--- src/rtl/btn_press_decoder_if.sv ---
// btn_press_decoder_if: debounced button inputs and gesture outputs of btn_press_decoder
interface btn_press_decoder_if;
  logic       db_level;
  logic       db_tick;
  logic       short_tick;
  logic       long_tick;
  logic       double_tick;
  logic       repeat_tick;
  logic       held;
  logic [7:0] press_count;
  modport master (output db_level, db_tick,
                  input  short_tick, long_tick, double_tick, repeat_tick, held, press_count);
  modport slave  (input  db_level, db_tick,
                  output short_tick, long_tick, double_tick, repeat_tick, held, press_count);
endinterface

--- src/rtl/btn_press_decoder.sv ---
// btn_press_decoder: turns debounced button level/tick into short, long and double-click pulses
// plus a press counter; define BTN_REPEAT_EN to add auto-repeat pulses while long-held.
module btn_press_decoder #(
  parameter int LONG_CYC   = 50_000_000,
  parameter int DCLK_CYC   = 25_000_000,
  parameter int REPEAT_CYC = 10_000_000,
  parameter int CW         = 26
) (
  input logic                clk,
  input logic                reset,
  btn_press_decoder_if.slave bus
);
  typedef enum logic [2:0] {IDLE, PRESSED, LONG_HELD, GAP, SECOND} state_t;
  localparam logic [CW-1:0] LONG_END = CW'(LONG_CYC - 1);
  localparam logic [CW-1:0] DCLK_END = CW'(DCLK_CYC - 1);
  state_t        r_state, w_next;
  logic [CW-1:0] r_timer, w_timer;
  logic          w_short, w_long, w_double, w_repeat;
  logic          r_short, r_long, r_double, r_repeat, r_held;
  logic [7:0]    r_count;
  always_ff @(posedge clk) begin
    if (reset) begin
      r_state  <= IDLE;
      r_timer  <= '0;
      r_short  <= 1'b0;
      r_long   <= 1'b0;
      r_double <= 1'b0;
      r_repeat <= 1'b0;
      r_held   <= 1'b0;
      r_count  <= '0;
    end else begin
      r_state  <= w_next;
      r_timer  <= w_timer;
      r_short  <= w_short;
      r_long   <= w_long;
      r_double <= w_double;
      r_repeat <= w_repeat;
      r_held   <= r_state == LONG_HELD;
      r_count  <= r_count + {7'd0, bus.db_tick};
    end
  end
  // The timer only advances in PRESSED and GAP, and each leaves before passing its terminal value.
  always_comb begin
    w_next  = r_state;
    w_timer = r_timer;
    case (r_state)
      IDLE: if (bus.db_tick) begin
        w_next  = PRESSED;
        w_timer = '0;
      end
      PRESSED: if (!bus.db_level) begin
        w_next  = GAP;
        w_timer = '0;
      end else if (r_timer == LONG_END) begin
        w_next  = LONG_HELD;
        w_timer = '0;
      end else w_timer = r_timer + 1'b1;
      LONG_HELD: w_next = bus.db_level ? LONG_HELD : IDLE;
      GAP: if (bus.db_tick) w_next = SECOND;
      else if (r_timer == DCLK_END) w_next = IDLE;
      else w_timer = r_timer + 1'b1;
      SECOND: w_next = bus.db_level ? SECOND : IDLE;
      default: w_next = IDLE;
    endcase
  end
  always_comb begin
    w_long   = r_state == PRESSED && bus.db_level && r_timer == LONG_END;
    w_double = r_state == GAP && bus.db_tick;
    w_short  = r_state == GAP && !bus.db_tick && r_timer == DCLK_END;
  end
`ifdef BTN_REPEAT_EN
  localparam logic [CW-1:0] REP_END = CW'(REPEAT_CYC - 1);
  logic [CW-1:0] r_rep;
  assign w_repeat = r_state == LONG_HELD && bus.db_level && r_rep == REP_END;
  always_ff @(posedge clk)
    r_rep <= (reset || r_state != LONG_HELD || !bus.db_level || w_repeat) ? '0 : r_rep + 1'b1;
`else
  assign w_repeat = 1'b0;
`endif
  assign bus.short_tick  = r_short;
  assign bus.long_tick   = r_long;
  assign bus.double_tick = r_double;
  assign bus.repeat_tick = r_repeat;
  assign bus.held        = r_held;
  assign bus.press_count = r_count;
endmodule
--- src/flat_wrapper.sv ---
// flat-port wrapper written by rule: the top's interface ports become plain ports
module btn_press_decoder_flat 
#(
  parameter int LONG_CYC   = 50_000_000,
  parameter int DCLK_CYC   = 25_000_000,
  parameter int REPEAT_CYC = 10_000_000,
  parameter int CW         = 26
)
  (clk, reset, bus_db_level, bus_db_tick, bus_short_tick, bus_long_tick, bus_double_tick, bus_repeat_tick, bus_held, bus_press_count);
  btn_press_decoder_if bus_i ();
  input logic clk;
  input logic reset;
  input wire logic [$bits(bus_i.db_level)-1:0] bus_db_level;
  input wire logic [$bits(bus_i.db_tick)-1:0] bus_db_tick;
  output wire logic [$bits(bus_i.short_tick)-1:0] bus_short_tick;
  output wire logic [$bits(bus_i.long_tick)-1:0] bus_long_tick;
  output wire logic [$bits(bus_i.double_tick)-1:0] bus_double_tick;
  output wire logic [$bits(bus_i.repeat_tick)-1:0] bus_repeat_tick;
  output wire logic [$bits(bus_i.held)-1:0] bus_held;
  output wire logic [$bits(bus_i.press_count)-1:0] bus_press_count;
  assign bus_i.db_level = bus_db_level;
  assign bus_i.db_tick = bus_db_tick;
  assign bus_short_tick = bus_i.short_tick;
  assign bus_long_tick = bus_i.long_tick;
  assign bus_double_tick = bus_i.double_tick;
  assign bus_repeat_tick = bus_i.repeat_tick;
  assign bus_held = bus_i.held;
  assign bus_press_count = bus_i.press_count;
  btn_press_decoder #(.LONG_CYC(LONG_CYC), .DCLK_CYC(DCLK_CYC), .REPEAT_CYC(REPEAT_CYC), .CW(CW)) u_core (.clk(clk), .reset(reset), .bus(bus_i));
endmodule
--- config.mk ---
export PLATFORM = sky130hd
export DESIGN_NAME = btn_press_decoder_flat
export DESIGN_NICKNAME = d
export VERILOG_FILES = /design/src/rtl/btn_press_decoder_if.sv /design/src/rtl/btn_press_decoder.sv /design/src/flat_wrapper.sv
export SDC_FILE = /design/constraint.sdc
export NUM_CORES = 1
export LEC_CHECK = 0
export CELL_PAD_IN_SITES_DETAIL_PLACEMENT = 0
export CELL_PAD_IN_SITES_GLOBAL_PLACEMENT = 2
export CORE_MARGIN = 10
export CORE_UTILIZATION = 32
export CTS_CLUSTER_DIAMETER = 200
export DETAILED_ROUTE_END_ITERATION = 10
export PLACE_DENSITY_LB_ADDON = 0.12
export SLEW_MARGIN = 20
export SYNTH_ARGS = -nofsm -noshare
export SYNTH_HDL_FRONTEND = slang
export SYNTH_SLANG_ARGS = --single-unit
--- constraint.sdc ---
create_clock -name clk -period 2.1 [get_ports clk]
set_input_delay 0.42 -clock clk [delete_from_list [all_inputs] [get_ports clk]]
set_output_delay 0.42 -clock clk [all_outputs]
set_load 0.05 [all_outputs]
==> results.toml <==
[status]
status = "completed"

[clock_tree]
cts_tree = "done"
path_clk_slew_ps = 90
cts-htree-levels = 2
cts_max_path_buffers = 2
insertion_delay_ps = 300
cts_num_sinks = 41
cts_buffers = 5
cts_root_buf = "clkbuf_8"
post_cts_buffers = 0

[sta]
final.period_utilization_pct = 94.61
rsz0062_at_grt = "false"
worst_slew_pin_slew_ps = 500.5
final-setup-viol-count = 0
finalMaxSlewViolations = 0
tns_ps = 0
fmax_mhz = 503.3
finalHoldViolCount = 0
fin_crit_ps = 1987
setup_ws_ps = 113.2
fin_skew_ps = 10.82
slew_headroom_pct = 66.32

[drt]
num_vias = 1805
dr.pass1.iters = 4
postRouteAntennaNets = 0
wl_per_cell_um = 13.99
drt_wl_total_um = 4967
initialDrtViolationCount = 43
post-route-drc-count = 0
viasPerCell = 5.085

[floorplan]
die_w_um = 99.91
initial_core_util_pct = 32.55
coreArea_um2 = 6277
ios = 17
die_y_um = 99.91
rows = 29
die_area_um2 = 9981

[synthesis]
synth_cell_types = 49
synth_fp_nets = 238
yosysSeqAreaShare_pct = 40.17
syn-instance-count = 231
synth_seq_cells = 41
syn_area_um2 = 2043
synth_warnings = 0
avgSynthCellArea_um2 = 8.845

[global_route]
grt-ovfl-total = 0
grtUsageTotal_pct = 10.07
grt_max_degree = 16
grt_pass1_wl_um = 8349
antenna_found_initial = 0
grt_pass1_vias = 1652

[job]
max_cap_viol_count = 0

[worst_hold_path]
min_path_type = "register to register"

[setup_path]
critPathMaxStageDelay_ps = 570
path_buf_inv = 1
path_class = "register to register"
crit_required_ps = 2280
crit_fanout = 15
path_cells = "ha_1 > nand3_1 > or4_4 > nor4b_4 > buf_12 > or3_1 > a21oi_1"
endpoint_kind = "register"
slowest_stage = "or4_4"
cp-start-kind = "register"
cpLargestDelayFamily = "simple AND/OR/NAND/NOR gates"
worst_ep_arrival_time_ps = 2170

[power_and_ir_drop]
clock_power_share_pct = 38.7
power.density_nw_per_um2 = 623.4
total_power_mw = 1.637
power.share.switching_pct = 25.29
seqPwrFrac_pct = 49.3
p_switching_mw = 0.4140
irDropWorstVdd_v = 0.0002871
combPwrFrac_pct = 12.0
p_int_mw = 1.223
p_leak_nw = 0.9420

[final_layout]
final_area_um2 = 2626
num-fill-cells = 639
final_cell_mix = "dfxtp_1, buf_4, nor2_1"
nets = 285
antennaDiodeCount = 0
drive_above_1_share_pct = 21.22
final_common_cell = "dfxtp_1"
syn_to_final_growth_pct = 28.54
fin_cells = 355

[placed_design]
place_congestion = 0.7312
dpl_worst_slack_ps = -253.2
hpwl_um = 3656
dp_cells = 348
placement.cell_area_um2 = 2505
portBuffers = 15
## through the flow
| stage | util [%] | hold WS [ps] |
|---|---|---|
| after floorplan | - | 479.0 |
| after global placement | 39.90 | 496.2 |
| after detailed placement | 39.90 | 509.9 |
| after CTS | 41.70 | 526.4 |
| after global routing | 41.84 | 564.8 |
| final | 41.84 | 522.6 |
## sequential cells by signal, indices dropped and copies added (netlist names)
register                cells
u_core.r_timer             26
u_core.bus.short_tick       1
u_core.bus.press_count      8
u_core.r_state              3
u_core.bus.held             1
u_core.bus.long_tick        1
u_core.bus.double_tick      1
## layout make-up
cell class                      instances  area, um2  area share, %
Tap cell                               77      96.34          3.668
Clock buffer                            5      68.82          2.620
Sequential cell                        41      820.8          31.25
Clock inverter                          2      35.03          1.334
Inverter                                4      15.01         0.5717
Multi-Input combinational cell        175       1151          43.83
Timing Repair Buffer                   51      439.2          16.72
## worst register-to-register path: stages (launching register included)
cell and delay [ps]:
dfxtp_1 360, ha_1 190, nand3_1 130, or4_4 570
nor4b_4 280, buf_12 170, or3_1 110, a21oi_1 60
## metal layers
| layer | vias up | track usage (%) | wire (um) |
|---|---|---|---|
| li1 | 920 | - | - |
| met2 | 25 | 14.93 | 2144 |
| met5 | - | 0 | 0 |
| met1 | 855 | 13.64 | 2559 |
| met4 | 0 | 3.308 | 62 |
| met3 | 5 | 2.885 | 201 |
## power groups by stage
| stage | registers, mW | clock network [mW] | logic (mW) |
|---|---|---|---|
| floorplan | 0.835 | 0 | 0.108 |
| global placement | 0.825 | 0 | 0.195 |
| finish | 0.808 | 0.633 | 0.197 |
| global route | 0.810 | 0.681 | 0.217 |
| CTS | 0.807 | 0.649 | 0.196 |
| detailed placement | 0.825 | 0 | 0.193 |
## cell families after synthesis
| family | Yosys count | synth area share (%) |
|---|---|---|
| AND/OR/NAND/NOR | 121 | 34.78 |
| adder cells (fa/ha/maj) | 3 | 1.837 |
| XOR/XNOR | 24 | 10.29 |
| buffers and inverters | 15 | 4.041 |
| flip-flops | 41 | 40.17 |
| AO/OA/AOI/OAI | 26 | 8.696 |
| other | 1 | 0.1835 |
## path summary, 6_finish.rpt
kind	from	to	slack, ps	cells after the start
max	u_core.r_timer[0]	u_core.r_timer[8]	110	7
min	u_core.bus.press_count[7]	u_core.bus.press_count[7]	520	2
max reg2reg	u_core.r_timer[0]	u_core.r_timer[8]	110	7
min reg2reg	u_core.bus.press_count[7]	u_core.bus.press_count[7]	520	2
## cells in the mapped netlist, drive strengths merged
cell,instances,share of area [%]
a21o,1,0.37
nand2b,1,0.31
a311oi,1,0.43
nor2,32,5.9
a21oi,11,2.9
dfxtp,41,40
xnor2,5,2.1
xor2,19,8.1
inv,4,0.73
nand3,18,4.4
conb,1,0.18
clkbuf,5,0.98
nor3,3,0.73
nand3b,2,0.73
and3,5,1.5
nor2b,3,0.92
a211oi,1,0.37
o21bai,1,0.92
nor4,10,4.4
or4b,2,0.98
or4,4,1.8
buf,6,2.3
o21ai,8,2.0
nand2,13,2.4
nand4b,4,1.7
or3,5,1.7
and4,1,0.43
and2,1,0.31
nand4,11,3.4
or2,1,0.31
or3b,2,0.86
nor4b,2,1.6
o31ai,3,1.8
nor4bb,1,0.49
ha,3,1.8
## what timing repair did
item                                    4_1_cts  5_1_grt
endpoints found under the setup margin       15       27
pin swaps                                     0        2
gates resized for setup                       2        2
hold buffers                                  0        0
No activity file was read; power rests on OpenSTA's default activity.
